--- src/rtl/dfi_cmd_encoder_pkg.sv ---
// rtl/dfi_cmd_encoder_pkg.sv - SoftMC instruction codes/field offsets and shared types for dfi_cmd_encoder
// The SoftMC codes below stand in only when softMC.inc has not been included ahead of this file.
`ifndef DDR_INSTR
`define END_ISEQ   4'b0000
`define WAIT       4'b0100
`define DDR_INSTR  4'b1000
`define ROW_OFFSET 15
`define CS_OFFSET  18
`define WE_OFFSET  20
`define CAS_OFFSET 21
`define RAS_OFFSET 22
`endif

package dfi_cmd_encoder_pkg;

    localparam int INSTR_WIDTH = 32;

    typedef enum logic [1:0] {
        CYC_OFF,
        CYC_IDLE,
        CYC_CMD,
        CYC_CLOSE
    } cyc_kind_e;

endpackage

--- src/rtl/dfi_cmd_encoder_cmd_fifo_2w.sv ---
// rtl/dfi_cmd_encoder_cmd_fifo_2w.sv - 2-write/1-read synchronous FIFO holding encoded instructions
module cmd_fifo_2w
    import dfi_cmd_encoder_pkg::*;
#(
    parameter int DEPTH = 16,
    parameter int WIDTH = INSTR_WIDTH
) (
    input  logic                     clk,
    input  logic                     rst_n,
    input  logic                     wr_en0,
    input  logic [WIDTH-1:0]         wr_data0,
    input  logic                     wr_en1,
    input  logic [WIDTH-1:0]         wr_data1,
    input  logic                     rd_en,
    output logic [WIDTH-1:0]         rd_data,
    output logic                     rd_valid,
    output logic [$clog2(DEPTH):0]   count
);

    localparam int AW = $clog2(DEPTH);

    logic [WIDTH-1:0] mem [DEPTH];
    logic [AW:0]      wr_ptr;
    logic [AW:0]      rd_ptr;
    logic [AW-1:0]    wa0;
    logic [AW-1:0]    wa1;
    logic             pop;

    assign count    = wr_ptr - rd_ptr;
    assign rd_valid = (count != '0);
    assign pop      = rd_en & rd_valid;
    assign wa0      = wr_ptr[AW-1:0];
    // Second write lands after the first when both are used in one cycle.
    assign wa1      = wa0 + AW'(wr_en0);
    assign rd_data  = rd_valid ? mem[rd_ptr[AW-1:0]] : '0;

    always_ff @(posedge clk) begin
        if (wr_en0) mem[wa0] <= wr_data0;
        if (wr_en1) mem[wa1] <= wr_data1;
    end

    always_ff @(posedge clk or negedge rst_n) begin
        if (!rst_n) begin
            wr_ptr <= '0;
            rd_ptr <= '0;
        end else begin
            wr_ptr <= wr_ptr + (AW+1)'(wr_en0) + (AW+1)'(wr_en1);
            rd_ptr <= rd_ptr + (AW+1)'(pop);
        end
    end

endmodule

--- src/rtl/dfi_cmd_encoder.sv ---
// rtl/dfi_cmd_encoder.sv - DFI command bus to SoftMC instruction stream encoder (option: DFI_CMD_ENC_DROPCNT_EN)
module dfi_cmd_encoder
    import dfi_cmd_encoder_pkg::*;
#(
    parameter int ROW_WIDTH      = 15,
    parameter int BANK_WIDTH     = 3,
    parameter int CS_WIDTH       = 1,
    parameter int WAIT_CNT_WIDTH = 10,
    parameter int FIFO_DEPTH     = 16
) (
    input  logic                   clk,
    input  logic                   rst_n,
    input  logic                   en,
    input  logic [ROW_WIDTH-1:0]   dfi_address,
    input  logic [BANK_WIDTH-1:0]  dfi_bank,
    input  logic [CS_WIDTH-1:0]    dfi_cs_n,
    input  logic                   dfi_ras_n,
    input  logic                   dfi_cas_n,
    input  logic                   dfi_we_n,
    output logic [31:0]            instr_out,
    output logic                   instr_valid,
    input  logic                   instr_ready,
    output logic                   overflow
`ifdef DFI_CMD_ENC_DROPCNT_EN
    ,
    output logic [15:0]            drop_cnt
`endif
);

    localparam int AW = $clog2(FIFO_DEPTH);
    localparam logic [WAIT_CNT_WIDTH-1:0] WAIT_MAX = '1;

    logic                      en_q;
    logic                      en_rise;
    logic                      is_cmd;
    cyc_kind_e                 kind;
    logic [WAIT_CNT_WIDTH-1:0] idle_cnt;
    logic [WAIT_CNT_WIDTH-1:0] idle_eff;
    logic [WAIT_CNT_WIDTH-1:0] idle_nxt;
    logic [INSTR_WIDTH-1:0]    ddr_word;
    logic [INSTR_WIDTH-1:0]    wait_word;
    logic [INSTR_WIDTH-1:0]    end_word;
    logic [INSTR_WIDTH-1:0]    w0;
    logic [INSTR_WIDTH-1:0]    w1;
    logic [1:0]                need;
    logic                      accept;
    logic                      drop;
    logic                      put0;
    logic                      put1;
    logic                      pop;
    logic [AW:0]               fifo_count;
    logic [AW:0]               free;

    assign en_rise  = en & ~en_q;
    assign is_cmd   = ~&dfi_cs_n & ({dfi_ras_n, dfi_cas_n, dfi_we_n} != 3'b111);
    assign idle_eff = en_rise ? '0 : idle_cnt;

    always_comb begin
        kind = CYC_OFF;
        if (en)        kind = is_cmd ? CYC_CMD : CYC_IDLE;
        else if (en_q) kind = CYC_CLOSE;
    end

    always_comb begin
        ddr_word = '0;
        ddr_word[31:28]                      = `DDR_INSTR;
        ddr_word[ROW_WIDTH-1:0]              = dfi_address;
        ddr_word[`ROW_OFFSET +: BANK_WIDTH]  = dfi_bank;
        ddr_word[`CS_OFFSET +: CS_WIDTH]     = dfi_cs_n;
        ddr_word[`RAS_OFFSET]                = dfi_ras_n;
        ddr_word[`CAS_OFFSET]                = dfi_cas_n;
        ddr_word[`WE_OFFSET]                 = dfi_we_n;
        wait_word = '0;
        wait_word[31:28]                     = `WAIT;
        wait_word[WAIT_CNT_WIDTH-1:0]        = idle_eff;
        end_word = '0;
        end_word[31:28]                      = `END_ISEQ;
    end

    // Word 0 is always written first, so a pending WAIT goes in slot 0.
    always_comb begin
        need     = 2'd0;
        w0       = wait_word;
        w1       = ddr_word;
        idle_nxt = idle_eff;
        case (kind)
            CYC_CMD: begin
                idle_nxt = '0;
                if (idle_eff != '0) need = 2'd2;
                else begin
                    need = 2'd1;
                    w0   = ddr_word;
                end
            end
            CYC_IDLE: begin
                if (idle_eff == WAIT_MAX) begin
                    need     = 2'd1;
                    idle_nxt = WAIT_CNT_WIDTH'(1);
                end else begin
                    idle_nxt = idle_eff + WAIT_CNT_WIDTH'(1);
                end
            end
            CYC_CLOSE: begin
                idle_nxt = '0;
                w1       = end_word;
                if (idle_eff != '0) need = 2'd2;
                else begin
                    need = 2'd1;
                    w0   = end_word;
                end
            end
            default: idle_nxt = idle_cnt;
        endcase
    end

    assign pop    = instr_valid & instr_ready;
    assign free   = (AW+1)'(FIFO_DEPTH) - fifo_count + (AW+1)'(pop);
    assign accept = (need != 2'd0) && (free >= (AW+1)'(need));
    assign drop   = (need != 2'd0) && !accept;
    assign put0   = accept;
    assign put1   = accept && (need == 2'd2);

    cmd_fifo_2w #(
        .DEPTH (FIFO_DEPTH),
        .WIDTH (INSTR_WIDTH)
    ) u_fifo (
        .clk      (clk),
        .rst_n    (rst_n),
        .wr_en0   (put0),
        .wr_data0 (w0),
        .wr_en1   (put1),
        .wr_data1 (w1),
        .rd_en    (instr_ready),
        .rd_data  (instr_out),
        .rd_valid (instr_valid),
        .count    (fifo_count)
    );

    always_ff @(posedge clk or negedge rst_n) begin
        if (!rst_n) begin
            en_q     <= 1'b0;
            idle_cnt <= '0;
            overflow <= 1'b0;
        end else begin
            en_q     <= en;
            idle_cnt <= idle_nxt;
            overflow <= drop | (overflow & ~en_rise);
        end
    end

`ifdef DFI_CMD_ENC_DROPCNT_EN
    logic [15:0] drop_base;
    logic [16:0] drop_sum;

    assign drop_base = en_rise ? 16'd0 : drop_cnt;
    assign drop_sum  = {1'b0, drop_base} + (drop ? {15'd0, need} : 17'd0);

    always_ff @(posedge clk or negedge rst_n) begin
        if (!rst_n) drop_cnt <= 16'd0;
        else        drop_cnt <= drop_sum[16] ? 16'hFFFF : drop_sum[15:0];
    end
`endif

endmodule

--- config.mk ---
export PLATFORM = sky130hd
export DESIGN_NAME = dfi_cmd_encoder
export DESIGN_NICKNAME = d
export VERILOG_FILES = /design/src/rtl/dfi_cmd_encoder_pkg.sv /design/src/rtl/dfi_cmd_encoder_cmd_fifo_2w.sv /design/src/rtl/dfi_cmd_encoder.sv
export SDC_FILE = /design/constraint.sdc
export NUM_CORES = 1
export LEC_CHECK = 0
export ABC_AREA = 1
export BUFFER_PORTS_ARGS = -buffer_cell sky130_fd_sc_hd__buf_2
export CORE_MARGIN = 2
export CORE_UTILIZATION = 68
export CTS_CLUSTER_DIAMETER = 200
export DETAILED_ROUTE_END_ITERATION = 6
export PLACE_DENSITY = 0.86
export SYNTH_ARGS = -nofsm -noshare
export SYNTH_HDL_FRONTEND = slang
export SYNTH_SLANG_ARGS = --single-unit
export TNS_END_PERCENT = 50
--- constraint.sdc ---
create_clock -name clk -period 15.5 [get_ports clk]
set_input_delay 4.65 -clock clk [delete_from_list [all_inputs] [get_ports clk]]
set_output_delay 4.65 -clock clk [all_outputs]
set_load 0.1 [all_outputs]
**Word level (Yosys, flattened, before mapping)**

Memory sizes are Yosys's and may differ from the RTL's.
Cells that the tools add are included.

- Add/sub/neg operators: 8
- Magnitude comparators: 1
- Equality and inequality tests: 6
- Multiplexer cells: 18
- Reductions and logical operators: 10
- Bitwise operators: 7

Operators with widths:

| kind | number |
|---|---|
| $mux W32 | 3 |
| $pmux W32 S2 | 1 |
| $mux W31 | 1 |
| $add A5 B1 Y5 | 4 |
| $mux W10 | 2 |
| $pmux W10 S2 | 1 |
| $add A10 B1 Y10 const B | 1 |
| $eq A10 B10 Y1 const B | 1 |
| $reduce_bool A10 Y1 | 1 |
| $mux W2 | 4 |
| $eq A2 B2 Y1 const B | 3 |
| $ge A5 B2 Y1 | 1 |
| $mux W1 | 5 |
| $reduce_bool A5 Y1 | 1 |
| $sub A5 B5 Y5 | 1 |
| $sub A5 B5 Y5 const A | 1 |
| $add A4 B1 Y4 | 1 |
| $and A1 B1 Y1 | 4 |
| $pmux W2 S2 | 1 |
| $reduce_bool A2 Y1 | 2 |
| $logic_and A1 B1 Y1 | 3 |
| $ne A3 B3 Y1 const B | 1 |
| $eq A2 B1 Y1 const B | 1 |
| $logic_not A1 Y1 | 2 |
| other kinds (3) | 4 |

- Logic and storage cells: 56
- RAM bits: 512
- Memories kept: 1
- Bits in registers: 22
- Output and inout bits: 34

Memory list:

| name | words | bits a word | read ports | clocked after Yosys merged registers in | write ports | RTL line | RTL |
|---|---|---|---|---|---|---|---|
| u_fifo.mem | 16 | 32 | 1 | 0 | 2 | dfi_cmd_encoder_cmd_fifo_2w.sv:22 | `logic [WIDTH-1:0] mem [DEPTH];` |

**Longest topological paths before layout**

Gate-level depths: netlist of the first run.

- Depth in word-level cells: 12
- Mapped depth: 31

**Hierarchy**

From an unflattened synthesis of the first run, not the netlist that was laid out.

- Cells, all modules: 3367
- Area total of the unflattened synthesis: 28860.2 um^2

By module, submodules not included:

| module | cells each | area an instance (um^2) | times used |
|---|---|---|---|
| cmd_fifo_2w | 3136 | 27557.7 | 1 |
| dfi_cmd_encoder | 231 | 1302.5 | 1 |

**Worst setup path before layout of the first run**

No wires, ideal clock.

- Kind: input -> register
- Start point: in en
- End point: mem u_fifo.mem[2][0] (netlist bit), enable pin
- Stages: 26
- Buffers on the path: 3
- Data required time: 15.065 ns
- Arrival: 8.471 ns
- Setup slack: 6.594 ns
- Path through: nand2_4 > buf_2 > nand2_1 > ha_1 > nand2_1 > nor3_4 > inv_2 > nor2_2 > inv_1 > clkbuf_1 > nand2_1 > ha_1 > o21ai_0 > nand2_1 > a21oi_1 > nand3_1 > nor2_2 > nor2_8 > nand3_2 > inv_2 > nand2_2 > nand2_4 > nor2_4 > buf_2 > nand2_1 > o21ai_0

RTL lines:

| element | RTL line | RTL |
|---|---|---|
| start: declaration | dfi_cmd_encoder.sv:13 | `input logic en,` |
| end: declaration | dfi_cmd_encoder_cmd_fifo_2w.sv:22 |  |

==> results of run 1 <==
metal layers:
layer / up-vias / GRT usage / share of wire
met1: 8459 / 0.507 / 0.33
li1: 8055 / - / -
met4: 0 / 0.252 / 0.075
met5: - / 0 / 0
met3: 358 / 0.0852 / 0.14
met2: 1642 / 0.614 / 0.45
sequential cells by signal (all words and copies together) (netlist names):
| signal | cells |
|---|---|
| u_fifo.mem | 384 |
| overflow | 1 |
| u_fifo.wr_ptr | 5 |
| u_fifo.rd_ptr | 5 |
| idle_cnt | 10 |
| en_q | 1 |
power by group:
group / switching (W) / internal [W]
Clock: 0.000428 / 0.000579
Sequential: 0.000102 / 0.00139
Combinational: 0.00181 / 0.000488
final cells by class:
| class | count | area, µm² | area share |
|---|---|---|---|
| flip-flops and latches | 406 | 11900 | 0.516 |
| multi-input cells | 1610 | 8260 | 0.357 |
| clock buffers | 56 | 1240 | 0.0535 |
| inverters | 156 | 591 | 0.0255 |
| well taps | 402 | 503 | 0.0217 |
| repair buffers | 82 | 488 | 0.0211 |
| clock inverters | 20 | 130 | 0.00562 |
cell families after synthesis:
| family | after synthesis | share of synthesized area |
|---|---|---|
| other cells | 1 | 0.000175 |
| fa+ha+maj | 13 | 0.00793 |
| flops | 406 | 0.556 |
| buf+inv | 331 | 0.0651 |
| xor+xnor | 7 | 0.00286 |
| compound gates | 613 | 0.181 |
| simple gates | 953 | 0.188 |
per-stage QoR:
step | cell area (µm²) | hold WS (ps) | worst slack (ps) | util | cells
floorplan | 21500 | 477 | 6590 | - | 2347
global placement | 21800 | 548 | 5780 | 0.695 | 2656
detailed placement | 21800 | 542 | 5590 | 0.695 | 2656
CTS | 23100 | 564 | 6130 | 0.739 | 2732
global route | 23100 | 584 | 5720 | 0.739 | 2732
finish | 23100 | 560 | 5980 | 0.739 | 2732
synth_stat cells (all sizes together):
library cell,instances,area [µm²]
o22ai,71,457
o32ai,1,8.76
nor2,292,1230
o221a,26,293
dfrtp,22,551
buf,74,432
ha,12,150
clkinv,13,48.8
o211a,1,10.0
clkbuf,101,379
xor2,7,61.3
dfxtp,16,320
a32o,27,270
a221oi,21,184
nand3,130,686
a21oi,113,566
nand4,13,87.6
o221ai,1,8.76
fa,1,20.0
inv,143,537
a211oi,1,7.51
nor3,14,81.3
edfxtp,368,11100
o21ai,246,1280
o31ai,16,120
conb,1,3.75
nand2,504,1940
o21bai,89,668
final timing paths:
path / to / slack [ps] / depth (start not counted)
max: u_fifo.mem[10][0]$_DFFE_PP_ / 5980 / 23
min: u_fifo.mem[2][30]$_SDFFE_PP0N_ / 560 / 4
max reg2reg: u_fifo.mem[10][0]$_DFFE_PP_ / 8930 / 24
min reg2reg: u_fifo.mem[2][30]$_SDFFE_PP0N_ / 560 / 4
max in group asynchronous: u_fifo.rd_ptr[0]$_DFF_PN0_ / 11030 / 1
min in group asynchronous: u_fifo.wr_ptr[0]$_DFF_PN0_ / 4070 / 1
critical path: cells and delay by family:
| kind | cells | cell delay (ps) |
|---|---|---|
| AOI/OAI and AO/OA | 2 | 330 |
| adders and majority gates | 2 | 370 |
| buffers and inverters | 6 | 1360 |
| and+or+nand+nor | 13 | 2810 |
==> load_flow_metrics.sql, run 1 <==
INSERT INTO impl_metrics (metric_group, metric, value, unit) VALUES
('outcome', 'run_status', 'complete, no violations', ''),
('routing', 'avgRoutedWirePerCell', '24.1', 'µm'),
('sta', 'setup-tns-final', '0', 'ps'),
('worst_setup_path', 'worst_setup_path_startpoint', 'en', ''),
('grt', 'globalRoute.totalOverflow', '0', ''),
('placed_design', 'dp_hpwl', '42.1', 'mm'),
('power', 'finalPower', '0.00479', 'W'),
('logic_synthesis', 'syn_area', '21500', 'µm²'),
('finish', 'layout.cells.most_common_list', 'sky130_fd_sc_hd__nand2_1 (492), sky130_fd_sc_hd__edfxtp_1 (368), sky130_fd_sc_hd__nor2_1 (269)', ''),
('worst_setup_path', 'worst_ep_required_time', '15510', 'ps'),
('placed_design', 'gp_congestion', '0.972', ''),
('logic_synthesis', 'synth.distinct_cells', '44', ''),
('floorplanning', 'area_of_the_die', '33000', 'µm²'),
('logic_synthesis', 'count_of_mapped_cells_out_of_synthesis', '2324', ''),
('finish', 'area_overhead_vs_synth', '7.83', '%'),
('logic_synthesis', 'synth.ff_latch_count', '406', ''),
('grt', 'first_pass_grt_wire_length', '99.9', 'mm'),
('sta', 'final.setup_skew', '21.4', 'ps'),
('worst_hold_path', 'hp-class', 'reg2reg', ''),
('worst_setup_path', 'critPathCaptureType', 'flip-flop', ''),
('worst_setup_path', 'cp.arrival', '9530', 'ps'),
('floorplanning', 'io-pin-count', '60', ''),
('sta', 'slew_viol_final', '0', ''),
('sta', 'fmax', '105', 'MHz'),
('clocking', 'cts_hold_buffers_added', '0', ''),
('logic_synthesis', 'synth.avg_cell_area', '9.23', 'µm²'),
('logic_synthesis', 'sequential_to_total_area_share_from_yosys_stat', '0.556', ''),
('clocking', 'cts_max_level', '2', ''),
('flow_run', 'maxCapViolCount', '0', ''),
('routing', 'number_of_nets_with_antenna_violations_after_routing', '0', ''),
('worst_setup_path', 'cp_slowest_stage_delay', '910', 'ps'),
('worst_setup_path', 'worst_path_most_repeated_cell', 'sky130_fd_sc_hd__nand2_1', ''),
('clocking', 'cts_num_sinks', '406', ''),
('routing', 'route.detailed.vias_per_inst', '6.78', ''),
('worst_setup_path', 'crit_slowest_cell', 'sky130_fd_sc_hd__nand2_1', ''),
('worst_setup_path', 'cp-start-kind', 'input port', ''),
('finish', 'fillerInstances', '2138', ''),
('finish', 'num-nets-final', '2337', ''),
('sta', 'tightest_slew', '1180', 'ps'),
('clocking', 'cts_buffers', '42', ''),
('finish', 'mostFrequentLayoutCell', 'sky130_fd_sc_hd__nand2_1', ''),
('grt', 'via_count_of_the_first_global_routing_pass', '17700', ''),
('power', 'power_density', '207', 'nW/µm²'),
('sta', 'final.period_utilization', '0.614', ''),
('floorplanning', 'placement_rows', '65', ''),
('clocking', 'worst_skew_pair.late_latency', '550', 'ps'),
('clocking', 'cts_tree', 'built', ''),
('logic_synthesis', 'synth_warnings', '0', ''),
('routing', 'remaining_drc_errors', '0', ''),
('power', 'vdd_drop_max', '0.000505', 'V'),
('worst_setup_path', 'crit_path_max_fanout', '23', ''),
('clocking', 'cts-root-buf', 'sky130_fd_sc_hd__clkbuf_16', ''),
('routing', 'num_vias', '18500', ''),
('sta', 'unrepaired_setup_endpoints_after_global_routing', 'no', ''),
('clocking', 'clkTransAtPathRegs', '60', 'ps'),
('worst_setup_path', 'setup.worst_path.class', 'in2reg', ''),
('sta', 'min_period', '9520', 'ps'),
('sta', 'finalSetupViolCount', '0', ''),
('sta', 'relative_max_transition_margin', '0.214', ''),
('power', 'static-leakage-power', '8.67', 'nW'),
('worst_setup_path', 'rr_startpoint', 'u_fifo.rd_ptr[0]$_DFF_PN0_', ''),
('sta', 'finalHoldViolCount', '0', ''),
('routing', 'routed_wire_length', '65.8', 'mm'),
('worst_setup_path', 'worstPathCellList', 'buf_2, nand2_4, inv_2, nor2_4, inv_1, ha_1, nand2_1, nor3_4, inv_2, nor2_2, inv_1, nand2_1, ha_1, o21ai_0, nand2_1, a21oi_1, nand3_1, nor2_2, nor2_8, nand2_1, nor2_1, inv_1, nand2_1', ''),
('clocking', 'cts_buffer_depth', '3', ''),
('finish', 'layout-drive-gt1-share', '0.109', ''),
('floorplanning', 'initial_core_util', '0.685', ''),
('clocking', 'number_of_buffers_added_for_setup_after_cts', '0', ''),
('floorplanning', 'fp.coreArea', '31300', 'µm²'),
('floorplanning', 'die_height', '182', 'µm'),
('worst_hold_path', 'worstHoldStart', 'u_fifo.mem[2][30]$_SDFFE_PP0N_', ''),
('routing', 'detailed_router_iteration_count_before_antenna_repair', '7', ''),
('routing', 'drtIter0Drc', '3024', ''),
('grt', 'pin_count_of_the_biggest_net_entering_global_routing', '102', ''),
('finish', 'antenna_cells_inserted', '0', ''),
('grt', 'grt_antenna_before_repair', '0', ''),
('placed_design', 'io_buffers', '51', ''),
('clocking', 'ctsResizeCount', '0', ''),
('grt', 'track_usage', '0.395', ''),
('floorplanning', 'die-width', '182', 'µm');
Power figures use the tool's default switching activity.
==> run 2: changes to the inputs <==
CORE_UTILIZATION = 63   (was 68)
PLACE_DENSITY = 0.8   (was 0.86)
clock period = 9.9 ns   (was 15.5 ns; I/O delays follow)
==> run 2 against run 1 <==
Combinational power increased by 57%. Die area increased by 7.8%. Flip-flop and latch count unchanged. Sequential power increased by 56%. Via count decreased by 1.2%. Final area about the same. Largest cell class unchanged. Global-route usage decreased by 2.8 points. Register-to-register slack got worse by 5400 ps. Sequential share of layout area about the same. Utilization decreased by 4.9 points. Power increased by 55%.
==> load_flow_metrics.sql, run 2 (same netlist as run 1, synthesis figures left out) <==
INSERT INTO impl_metrics (metric_group, metric, value, unit) VALUES
('routing', 'remaining_drc_errors', '0', ''),
('routing', 'number_of_nets_with_antenna_violations_after_routing', '0', ''),
('sta', 'unrepaired_setup_endpoints_after_global_routing', 'no', ''),
('routing', 'routed_wire_length', '65.6', 'mm'),
('clocking', 'cts_buffers', '44', ''),
('worst_setup_path', 'critPathCaptureType', 'flip-flop', ''),
('sta', 'finalHoldViolCount', '0', ''),
('power', 'finalPower', '0.00743', 'W'),
('sta', 'setup-tns-final', '0', 'ps'),
('floorplanning', 'placement_rows', '67', ''),
('placed_design', 'gp_congestion', '0.930', ''),
('placed_design', 'placed_cells_incl_taps', '2701', ''),
('worst_setup_path', 'cp_slowest_stage_delay', '900', 'ps'),
('placed_design', 'dp_hpwl', '41.7', 'mm'),
('clocking', 'cts_tree', 'built', ''),
('power', 'sequential_power_share', '0.313', ''),
('routing', 'wl_met3', '7.89', 'mm'),
('sta', 'slew_viol_final', '0', ''),
('power', 'share_clk_of_total_power', '0.204', ''),
('power', 'internal_power', '0.00379', 'W'),
('floorplanning', 'io-pin-count', '60', ''),
('clocking', 'number_of_buffers_added_for_setup_after_cts', '0', ''),
('power', 'static-leakage-power', '8.63', 'nW'),
('worst_setup_path', 'worstPathCellList', 'buf_2, nand2_4, inv_2, nor2_4, inv_1, ha_1, nand2_1, nor3_4, inv_2, nor2_2, inv_1, nand2_1, ha_1, o21ai_0, nand2_1, a21oi_1, nand3_1, nor2_2, nor2_8, nand2_1, nor2_1, inv_1, nand2_1', ''),
('grt', 'globalRoute.totalOverflow', '0', ''),
('grt', 'track_usage', '0.367', ''),
('grt', 'first_pass_grt_wire_length', '100', 'mm'),
('power', 'p_sw_frac', '0.490', ''),
('floorplanning', 'area_of_the_die', '35500', 'µm²'),
('sta', 'fmax', '127', 'MHz'),
('worst_hold_path', 'hp-class', 'reg2reg', ''),
('grt', 'grt_antenna_before_repair', '1', ''),
('sta', 'final.period_utilization', '0.796', ''),
('sta', 'tightest_slew', '1210', 'ps'),
('routing', 'route.detailed.vias_per_inst', '6.58', ''),
('routing', 'drtIter0Drc', '2931', ''),
('routing', 'top_signal_layer_used', 'met5', ''),
('power', 'power_density', '321', 'nW/µm²'),
('power', 'power.combinational.fraction', '0.483', ''),
('sta', 'finalSetupViolCount', '0', ''),
('floorplanning', 'die_height', '189', 'µm'),
('routing', 'met2_length', '30.4', 'mm'),
('worst_setup_path', 'timing.critical_path.max_delay_family', 'simple AND/OR/NAND/NOR gates', ''),
('outcome', 'run_status', 'complete, no violations', ''),
('clocking', 'cts_max_level', '2', ''),
('power', 'switchingPower', '0.00364', 'W'),
('finish', 'layout-drive-gt1-share', '0.104', ''),
('worst_setup_path', 'cp-start-kind', 'input port', ''),
('worst_hold_path', 'worstHoldStart', 'idle_cnt[3]$_DFFE_PN0N_', ''),
('worst_setup_path', 'crit_buf_inv', '6', ''),
('clocking', 'cts_hold_buffers_added', '0', ''),
('finish', 'mostFrequentLayoutCell', 'sky130_fd_sc_hd__nand2_1', ''),
('floorplanning', 'die-width', '189', 'µm'),
('routing', 'detailed_router_iteration_count_before_antenna_repair', '6', ''),
('routing', 'num_vias', '18300', ''),
('clocking', 'cts_num_sinks', '406', ''),
('finish', 'area_overhead_vs_synth', '7.76', '%'),
('sta', 'relative_max_transition_margin', '0.192', ''),
('floorplanning', 'fp.coreArea', '33500', 'µm²'),
('placed_design', 'io_buffers', '51', ''),
('finish', 'num-nets-final', '2338', ''),
('worst_setup_path', 'worst_path_most_repeated_cell', 'sky130_fd_sc_hd__nand2_1', ''),
('clocking', 'cts_buffer_depth', '3', ''),
('floorplanning', 'initial_core_util', '0.640', ''),
('sta', 'min_period', '7880', 'ps'),
('worst_setup_path', 'cp.arrival', '7880', 'ps'),
('worst_setup_path', 'crit_slowest_cell', 'sky130_fd_sc_hd__nand2_1', ''),
('clocking', 'clkTransAtPathRegs', '60', 'ps'),
('worst_setup_path', 'worst_ep_required_time', '9900', 'ps'),
('finish', 'layout.cells.most_common_list', 'sky130_fd_sc_hd__nand2_1 (492), sky130_fd_sc_hd__edfxtp_1 (368), sky130_fd_sc_hd__nor2_1 (269)', ''),
('sta', 'final.setup_skew', '17.9', 'ps'),
('clocking', 'cts-root-buf', 'sky130_fd_sc_hd__clkbuf_16', ''),
('grt', 'pin_count_of_the_biggest_net_entering_global_routing', '112', ''),
('worst_setup_path', 'worst_setup_path_startpoint', 'en', ''),
('worst_setup_path', 'setup.worst_path.class', 'in2reg', ''),
('power', 'vdd_drop_max', '0.000727', 'V'),
('worst_setup_path', 'rr_startpoint', 'u_fifo.rd_ptr[3]$_DFF_PN0_', ''),
('finish', 'top_regs', 'u_fifo.mem: 384 flops, idle_cnt: 10 flops', ''),
('clocking', 'worst_skew_pair.late_latency', '540', 'ps'),
('routing', 'avgRoutedWirePerCell', '23.6', 'µm'),
('finish', 'instances_no_fill', '2779', ''),
('clocking', 'ctsResizeCount', '0', ''),
('flow_run', 'maxCapViolCount', '0', ''),
('routing', 'met1_length', '22.9', 'mm'),
('finish', 'register_name_with_the_most_flops', 'u_fifo.mem', ''),
('finish', 'largest_reg_flops', '384', ''),
('finish', 'antenna_cells_inserted', '0', ''),
('grt', 'via_count_of_the_first_global_routing_pass', '17400', ''),
('worst_setup_path', 'crit_path_max_fanout', '23', '');
-- run 2: final timing paths --
check,end,slack (ps),cells past startpoint
worst max-delay path,u_fifo.mem[10][20]$_DFFE_PP_,2020,23
worst min-delay path,idle_cnt[3]$_DFFE_PN0N_,540,2
worst max register to register,u_fifo.mem[10][20]$_DFFE_PP_,3490,21
worst min register to register,idle_cnt[3]$_DFFE_PN0N_,540,2
max in group asynchronous,u_fifo.rd_ptr[0]$_DFF_PN0_,7110,1
min in group asynchronous,u_fifo.wr_ptr[1]$_DFF_PN0_,2400,1
-- run 2: worst register-to-register path: stages (launching register included) --
cell and delay (ps):
sky130_fd_sc_hd__dfrtp_1 1130, sky130_fd_sc_hd__inv_1 160, sky130_fd_sc_hd__ha_1 400, sky130_fd_sc_hd__a21oi_1 220, sky130_fd_sc_hd__nand3_1 100, sky130_fd_sc_hd__nand2_1 130
sky130_fd_sc_hd__inv_2 60, sky130_fd_sc_hd__nor2_2 90, sky130_fd_sc_hd__buf_4 380, sky130_fd_sc_hd__nor3_1 90, sky130_fd_sc_hd__nor2_1 120, sky130_fd_sc_hd__ha_1 230
sky130_fd_sc_hd__o21ai_0 150, sky130_fd_sc_hd__nand2_1 80, sky130_fd_sc_hd__a21oi_1 190, sky130_fd_sc_hd__nand3_1 120, sky130_fd_sc_hd__nor2_2 250, sky130_fd_sc_hd__nor2_8 80
sky130_fd_sc_hd__nand2_1 210, sky130_fd_sc_hd__nor2_1 130, sky130_fd_sc_hd__inv_1 620, sky130_fd_sc_hd__nand2_1 910
-- run 2: area by class of cell --
class                   count  area, µm²
clock buffers              54       1160
clock inverters            24        130
fillers                  2534      10400
inverters                 156        591
multi-input cells        1610       8270
flip-flops and latches    406      11900
well taps                 448        561
repair buffers             81        480
-- run 2: power by group through the flow --
stage                     registers, W  logic, W  clock network [W]
final                          0.00232   0.00359            0.00152
after global routing           0.00235   0.00379            0.00157
after CTS                      0.00232   0.00352            0.00150
after detailed placement       0.00235   0.00350                  0
after global placement         0.00234   0.00343                  0
after floorplan                0.00227   0.00271                  0
-- run 2: metal layers --
layer	vias up	track usage
li1	8057	-
met2	1509	0.593
met5	-	0
met1	8428	0.474
met4	2	0.215
met3	303	0.0542
-- run 2: stage by stage --
step | utilization | setup WS [ps] | hold WS [ps] | area [µm²]
floorplan | - | 2670 | 477 | 21500
global placement | 0.651 | 1730 | 530 | 21800
detailed placement | 0.651 | 1570 | 531 | 21800
CTS | 0.690 | 2110 | 543 | 23100
global route | 0.690 | 1580 | 557 | 23100
finish | 0.690 | 2020 | 542 | 23100
